==> src/rtl/map_diff_scanner.sv <==
// map_diff_scanner
//   Walks a GRID_W x GRID_H tile map in row-major order, compares each
//   cell's current object code (obj_in) against the code last drawn there
//   (held in an internal map RAM) and issues a draw command only for cells
//   that changed. A pass redraws every cell when it is requested with
//   force_full, and also when it is the first pass after reset, because the
//   map RAM is not cleared.
//
// Ports
//   clk         in   clock, all state on the rising edge
//   nrst        in   asynchronous active-low reset
//   start_frame in   pulse, request one scan pass (accepted only when idle)
//   force_full  in   sampled with an accepted start_frame, redraw every cell
//   obj_in      in   object code at (x,y), combinational from x/y
//   cmd_done    in   display sink finished the pending draw
//   x, y        out  current scan coordinate
//   draw_req    out  draw command pending
//   draw_code   out  code to draw at (x,y)
//   busy        out  pass in progress
//   frame_done  out  one-cycle pass-complete pulse
//   init_cycle  out  high until the first pass after reset completes
//   diff_count  out  cells drawn in the last completed pass
//
// Configuration
//   MAP_DIFF_STATS_EN  defined: diff_count reports the drawn-cell count of
//                      the last completed pass. Undefined: the counter is
//                      omitted and diff_count is tied to zero.
module map_diff_scanner #(
    parameter int GRID_W = 16,
    parameter int GRID_H = 12,
    parameter int CODE_W = 3,
    localparam int XW = ($clog2(GRID_W) > 1) ? $clog2(GRID_W) : 1,
    localparam int YW = ($clog2(GRID_H) > 1) ? $clog2(GRID_H) : 1,
    localparam int CW = $clog2(GRID_W * GRID_H + 1)
) (
    input  logic              clk,
    input  logic              nrst,
    input  logic              start_frame,
    input  logic              force_full,
    input  logic [CODE_W-1:0] obj_in,
    input  logic              cmd_done,
    output logic [XW-1:0]     x,
    output logic [YW-1:0]     y,
    output logic              draw_req,
    output logic [CODE_W-1:0] draw_code,
    output logic              busy,
    output logic              frame_done,
    output logic              init_cycle,
    output logic [CW-1:0]     diff_count
);

    localparam int NCELL = GRID_W * GRID_H;
    localparam int AW    = ($clog2(NCELL) > 1) ? $clog2(NCELL) : 1;
    localparam logic [XW-1:0] X_LAST = XW'(GRID_W - 1);
    localparam logic [YW-1:0] Y_LAST = YW'(GRID_H - 1);

    typedef enum logic [1:0] {
        S_IDLE,
        S_SCAN,
        S_REQ,
        S_DONE
    } state_t;

    state_t            state_q, state_d;
    logic [XW-1:0]     x_q, x_d;
    logic [YW-1:0]     y_q, y_d;
    logic [CODE_W-1:0] code_q, code_d;
    logic              full_q, full_d;
    logic              init_q, init_d;

    // Last drawn code per cell; deliberately not reset (first pass is full).
    logic [CODE_W-1:0] map_q [NCELL];
    logic [AW-1:0]     addr;
    logic              map_we;
    logic              mismatch;

    logic              last_x, last_cell;
    logic [XW-1:0]     x_adv;
    logic [YW-1:0]     y_adv;

    assign addr      = AW'(int'(y_q) * GRID_W + int'(x_q));
    assign mismatch  = full_q | (obj_in != map_q[addr]);

    // Row-major advance; the comparisons against the real last column/row
    // keep x/y inside the grid for non-power-of-2 sizes.
    assign last_x    = (x_q == X_LAST);
    assign last_cell = last_x && (y_q == Y_LAST);
    assign x_adv     = last_x ? '0 : x_q + XW'(1);
    assign y_adv     = last_x ? (last_cell ? '0 : y_q + YW'(1)) : y_q;

    always_comb begin
        state_d = state_q;
        x_d     = x_q;
        y_d     = y_q;
        code_d  = code_q;
        full_d  = full_q;
        init_d  = init_q;
        map_we  = 1'b0;
        case (state_q)
            S_IDLE: begin
                if (start_frame) begin
                    state_d = S_SCAN;
                    x_d     = '0;
                    y_d     = '0;
                    full_d  = force_full | init_q;
                end
            end
            S_SCAN: begin
                if (mismatch) begin
                    // Record the code now so the map already matches by the
                    // time the sink acknowledges the draw.
                    map_we  = 1'b1;
                    code_d  = obj_in;
                    state_d = S_REQ;
                end else begin
                    x_d     = x_adv;
                    y_d     = y_adv;
                    state_d = last_cell ? S_DONE : S_SCAN;
                end
            end
            S_REQ: begin
                if (cmd_done) begin
                    x_d     = x_adv;
                    y_d     = y_adv;
                    state_d = last_cell ? S_DONE : S_SCAN;
                end
            end
            S_DONE: begin
                init_d  = 1'b0;
                state_d = S_IDLE;
            end
            default: state_d = S_IDLE;
        endcase
    end

    always_ff @(posedge clk or negedge nrst) begin
        if (!nrst) begin
            state_q <= S_IDLE;
            x_q     <= '0;
            y_q     <= '0;
            code_q  <= '0;
            full_q  <= 1'b0;
            init_q  <= 1'b1;
        end else begin
            state_q <= state_d;
            x_q     <= x_d;
            y_q     <= y_d;
            code_q  <= code_d;
            full_q  <= full_d;
            init_q  <= init_d;
        end
    end

    always_ff @(posedge clk) begin
        if (map_we) begin
            map_q[addr] <= obj_in;
        end
    end

`ifdef MAP_DIFF_STATS_EN
    logic [CW-1:0] cnt_q, cnt_d;
    logic [CW-1:0] diff_q, diff_d;

    function automatic logic [CW-1:0] sat_inc(input logic [CW-1:0] v);
        if (v >= CW'(NCELL)) begin
            return v;
        end
        return v + CW'(1);
    endfunction

    always_comb begin
        cnt_d  = cnt_q;
        diff_d = diff_q;
        if (state_q == S_IDLE && start_frame) begin
            cnt_d = '0;
        end else if (state_q == S_SCAN && mismatch) begin
            cnt_d = sat_inc(cnt_q);
        end
        if (state_q == S_DONE) begin
            diff_d = cnt_q;
        end
    end

    always_ff @(posedge clk or negedge nrst) begin
        if (!nrst) begin
            cnt_q  <= '0;
            diff_q <= '0;
        end else begin
            cnt_q  <= cnt_d;
            diff_q <= diff_d;
        end
    end

    assign diff_count = diff_q;
`else
    assign diff_count = '0;
`endif

    assign x          = x_q;
    assign y          = y_q;
    assign draw_code  = code_q;
    assign draw_req   = (state_q == S_REQ);
    assign busy       = (state_q != S_IDLE);
    assign frame_done = (state_q == S_DONE);
    assign init_cycle = init_q;

endmodule

==> config.mk <==
export PLATFORM = sky130hd
export DESIGN_NAME = map_diff_scanner
export DESIGN_NICKNAME = d
export VERILOG_FILES = /design/src/rtl/map_diff_scanner.sv
export SDC_FILE = /design/constraint.sdc
export NUM_CORES = 1
export LEC_CHECK = 0
export BUFFER_PORTS_ARGS = -buffer_cell sky130_fd_sc_hd__buf_4
export CELL_PAD_IN_SITES_DETAIL_PLACEMENT = 1
export CELL_PAD_IN_SITES_GLOBAL_PLACEMENT = 1
export CORE_ASPECT_RATIO = 0.9
export CORE_MARGIN = 2
export CORE_UTILIZATION = 61
export CTS_BUF_LIST = sky130_fd_sc_hd__clkbuf_2
export DETAILED_ROUTE_END_ITERATION = 16
export PLACE_DENSITY = 0.86
export SLEW_MARGIN = 0
export SYNTH_ARGS = -nofsm -noshare
export SYNTH_HDL_FRONTEND = slang
export SYNTH_SLANG_ARGS = --single-unit
==> constraint.sdc <==
create_clock -name clk -period 8.3 [get_ports clk]
set_input_delay 0.415 -clock clk [delete_from_list [all_inputs] [get_ports clk]]
set_output_delay 0.415 -clock clk [all_outputs]
set_load 0.02 [all_outputs]
==> metrics list <==
- Setup violations remaining at the end of the flow were counted as 0.
- For the worst-skew pair, the clock arrives at the later sink with an insertion delay of 1.21 ns.
* Unrepaired setup endpoints after global routing: false
- Cell-internal power: 0.005039 W
- The analysis attributes to cell leakage a power of 9.023 nW.
* Async set-or-reset flop fraction in the synthesized netlist: 2.538%
- H-tree levels: 4
- In this run the power spent charging and discharging nets is 0.003566 W.
- CTS tree: done
- Worst Hold Launch: force_full
- Each instance of the synthesized netlist takes up on average 17.70 um2.
- The congestion estimate from routability-driven global placement came to 0.9010.
* Sequential share of power: 41.2%
* Buffer type at the clock tree root: sky130_fd_sc_hd__clkbuf_2
* Sort of element at the start of the critical path: register
* Final net count: 1524
* Via count of the first global-routing pass: 16120
- The number of buffers and inverters on the critical path is 3.
* Cell mode on critical path: sky130_fd_sc_hd__buf_4
* 1st-iter DRT viols: 2330
- For this run, the detailed router's first-pass iteration total came to 6.
- The clock passes through at most 3 buffers.
- The worst register-to-register path begins at x[3].
- STA classifies the critical path endpoint as a register.
- Cells resized by post-CTS repair: 0
- Max-cap violations in this run came to 0.
* Detailed placer's ending HPWL: 43.48 mm
* Post-Route Utilization: 65.38%
- Critical path data required time: 9.13 ns
- Yosys mapped the design onto 74 distinct sky130hd cell types.
* Number of flip-flops and latches in the synthesized netlist: 591
- For this run, the number of standard cells in the final layout without fillers is 2151.
* Worst-case vdd ir drop: 0.2891 mV
* Power per standard cell area: 316.6 nW/um2
- Fraction of layout cells with a size suffix above 1: 25.27%
- # DRC: 0
- In this run the remaining antenna-violating nets after routing total 0.
- Wirelength, routed: 73.34 mm
* Number of instances in the synthesized netlist: 1444
- The slowest stage of the critical path is the sky130_fd_sc_hd__nand2_4 cell.
- Across every metal layer, demand over resource in global routing totals 34.91%.
* Seq/Total Area, Yosys: 69.14%
- Die Wd: 219.8 um
- Sum of negative setup slack: 0 ns
* Final clock skew: 0.1273 ns
* Routed wirelength normalized by instance count: 34.10 um
- The largest single stage delay on the critical path is 0.80 ns.
- The number of antenna violations at the first check in global routing came to 2.
* Wire length of the first global-routing pass: 108.0 mm
* Cell row count: 71
* Post-synthesis cell area: 25560 um2
- The critical path in this run is classified as register to register.
- Post-synth EDFFs: 576
- During synthesis, Yosys emitted a total of 0 warnings.
- The final route contains 15480 vias.
* Core footprint: 41570 um2
- The floorplan step defined a die boundary enclosing 43560 um2.
- Growth of design area from synthesis to finish: 6.334%
- Number of buffers inserted by post-CTS setup repair: 0
- Max transition margin: 21.51%
- From bottom edge to top edge, the die measures 198.2 um.
* Max Fclk: 0.1635 GHz
- Largest net degree at the start of global routing: 177
- In this run, placement finished with an instance count of 1895.
* Number of clock sinks: 591
- Commonest register cell after synthesis: sky130_fd_sc_hd__edfxtp_1
* Endpoint arrival time on the critical path: 6.95 ns
* Count of pins over their slew limit: 0
- The hold violation count in the final report is 0.
- Net switching is 41.44% of the power.
- CP Max Fanout: 96
* Series of cell instances along the critical path: buf_4 -> inv_1 -> mux2_2 -> a221oi_1 -> o32ai_1 -> a311oi_2 -> a21oi_1 -> or3_1 -> nand2_4 -> buf_4 -> and4_1
- Subtracting the final worst setup slack from the clock period gives 6.117 ns.
- For this design the top-level I/O count stands at 31.
- Clock slew at reported path FFs: 0.12 ns
- TritonCTS created 144 clock buffers.
* Kind of cell with the highest combined delay on the critical path: buffers and inverters
- Status: finished, final reports clean
- Slew at the pin with the worst max-slew slack: 1.175 ns
- Startpoint of the worst setup timing path: x[3]
- In this run, post-CTS hold repair placed 9 buffers.
- After global routing the overflow that remains totals 0.
* Part of the total power dissipated in the clock network: 21.6%
- Initial core utilization: 61.48%
* Total power: 0.008604 W
* Final Cycle Share: 73.70%
- Path class of the lowest-slack min-delay path: primary input to register
- The share of total power dissipated in combinational logic is 37.1%.
- After detailed routing, the number of vias per cell comes to 7.196.
- In this run the tool buffered the top-level ports with 22 buffer cells.
cells in the final DEF (no fill, tap or decap), types with 14 or more instances in the layout:
cell / netlist / final
sky130_fd_sc_hd__nand3_1: 14 / 14
sky130_fd_sc_hd__and2_1: 17 / 17
sky130_fd_sc_hd__clkinv_1: 2 / 40
sky130_fd_sc_hd__edfxtp_1: 576 / 576
sky130_fd_sc_hd__mux4_2: 102 / 102
sky130_fd_sc_hd__mux2i_1: 80 / 80
sky130_fd_sc_hd__buf_4: 28 / 42
sky130_fd_sc_hd__and4_1: 176 / 176
sky130_fd_sc_hd__nand2_1: 35 / 35
sky130_fd_sc_hd__o21ai_0: 18 / 18
sky130_fd_sc_hd__mux2_2: 23 / 23
sky130_fd_sc_hd__nor2_1: 23 / 20
sky130_fd_sc_hd__and3_1: 23 / 23
sky130_fd_sc_hd__clkbuf_2: 4 / 194
worst paths after layout:
check | cells after the start | slack [ns] | endpoint
setup / recovery | 11 | 2.18 | map_q[159][2]
hold / removal | 4 | 0.14 | full_q
setup reg to reg | 11 | 2.18 | map_q[159][2]
hold reg to reg | 1 | 0.51 | init_cycle
max in group asynchronous | 3 | 7.35 | x[1]
min in group asynchronous | 3 | 0.36 | y[3]
per-layer routing:
layer  global-route usage [%]  wire length, um  share of wire [%]  up-vias
li1                         -                -                  -     6199
met1                    48.51            28010                 38     7867
met2                    51.86            33540                 46     1165
met3                    9.677             8322                 11      248
met4                    16.21             3469                4.7        0
met5                        0                0                  0        -
worst register-to-register path, delay by kind of cell (launching register included):
kind,cells,cell delay (ns)
simple gates,3,1.61
flops,1,0.70
buf+inv,3,1.69
compound gates,4,1.34
mux,1,0.46
kinds of logic (layout without fill, tap and decap cells):
group                    count (synthesis)  in the layout  share of synthesized area [%]
other                                    1              9                        0.01467
flip-flops                             591            591                          69.14
XOR/XNOR                                 1              1                        0.03427
buffers and inverters                  162            314                          3.539
adder cells (fa/ha/maj)                 13             13                         0.6364
AO/OA/AOI/OAI                          140            140                          4.200
multiplexers                           205            205                          13.13
AND/OR/NAND/NOR                        331            331                          9.301
power groups by stage:
stage | combinational (W) | sequential [W] | clock, W
global route | 0.00329 | 0.00356 | 0.00203
CTS | 0.00309 | 0.00355 | 0.00188
floorplan | 0.00219 | 0.00347 | 0
global placement | 0.00295 | 0.00360 | 0
finish | 0.00319 | 0.00355 | 0.00186
detailed placement | 0.00306 | 0.00361 | 0
synth_stat cells (11+ instances only):
master | count | share of area (%)
sky130_fd_sc_hd__buf_6 | 23 | 1.0
sky130_fd_sc_hd__nand3_1 | 14 | 0.27
sky130_fd_sc_hd__a221oi_1 | 12 | 0.41
sky130_fd_sc_hd__edfxtp_1 | 576 | 68
sky130_fd_sc_hd__o22ai_1 | 13 | 0.32
sky130_fd_sc_hd__buf_2 | 11 | 0.22
sky130_fd_sc_hd__and4_1 | 176 | 6.0
sky130_fd_sc_hd__ha_1 | 13 | 0.64
sky130_fd_sc_hd__and2_1 | 17 | 0.42
sky130_fd_sc_hd__nand2_1 | 35 | 0.51
sky130_fd_sc_hd__buf_4 | 28 | 0.82
sky130_fd_sc_hd__mux4_2 | 102 | 9.0
sky130_fd_sc_hd__mux2_2 | 23 | 1.0
sky130_fd_sc_hd__clkbuf_1 | 79 | 1.2
sky130_fd_sc_hd__and3_1 | 23 | 0.56
sky130_fd_sc_hd__mux2i_1 | 80 | 3.1
sky130_fd_sc_hd__o21ai_0 | 18 | 0.35
sky130_fd_sc_hd__nor2_1 | 23 | 0.34
sky130_fd_sc_hd__a21oi_1 | 13 | 0.25
sky130_fd_sc_hd__dfrtp_1 | 14 | 1.4
state kept, by name (all words and copies together) (netlist names):
| name | flops |
|---|---|
| full_q | 1 |
| init_cycle | 1 |
| y | 4 |
| map_q | 576 |
| draw_code | 3 |
| state_q | 2 |
| x | 4 |
cell type report:
| cell class | count | area (um2) |
|---|---|---|
| Sequential cell | 591 | 17680 |
| Fill cell | 3624 | 14400 |
| Multi-Input combinational cell | 698 | 7044 |
| Clock buffer | 194 | 970.9 |
| Tap cell | 547 | 684.4 |
| Timing Repair Buffer | 55 | 485.5 |
| Clock inverter | 52 | 260.3 |
| Inverter | 13 | 48.80 |
| Antenna cell | 1 | 2.502 |
per-stage QoR:
step | instance area [um2] | hold WS, ns | setup slack, ns
after CTS | 27180 | 0.06629 | 2.447
after floorplan | 25590 | 0.1194 | 4.606
final | 27180 | 0.1407 | 2.183
after global routing | 27180 | 0.1033 | 2.125
after detailed placement | 25860 | 0.2863 | 2.466
after global placement | 25860 | 0.2896 | 2.651
Power figures use the tool's default switching activity.
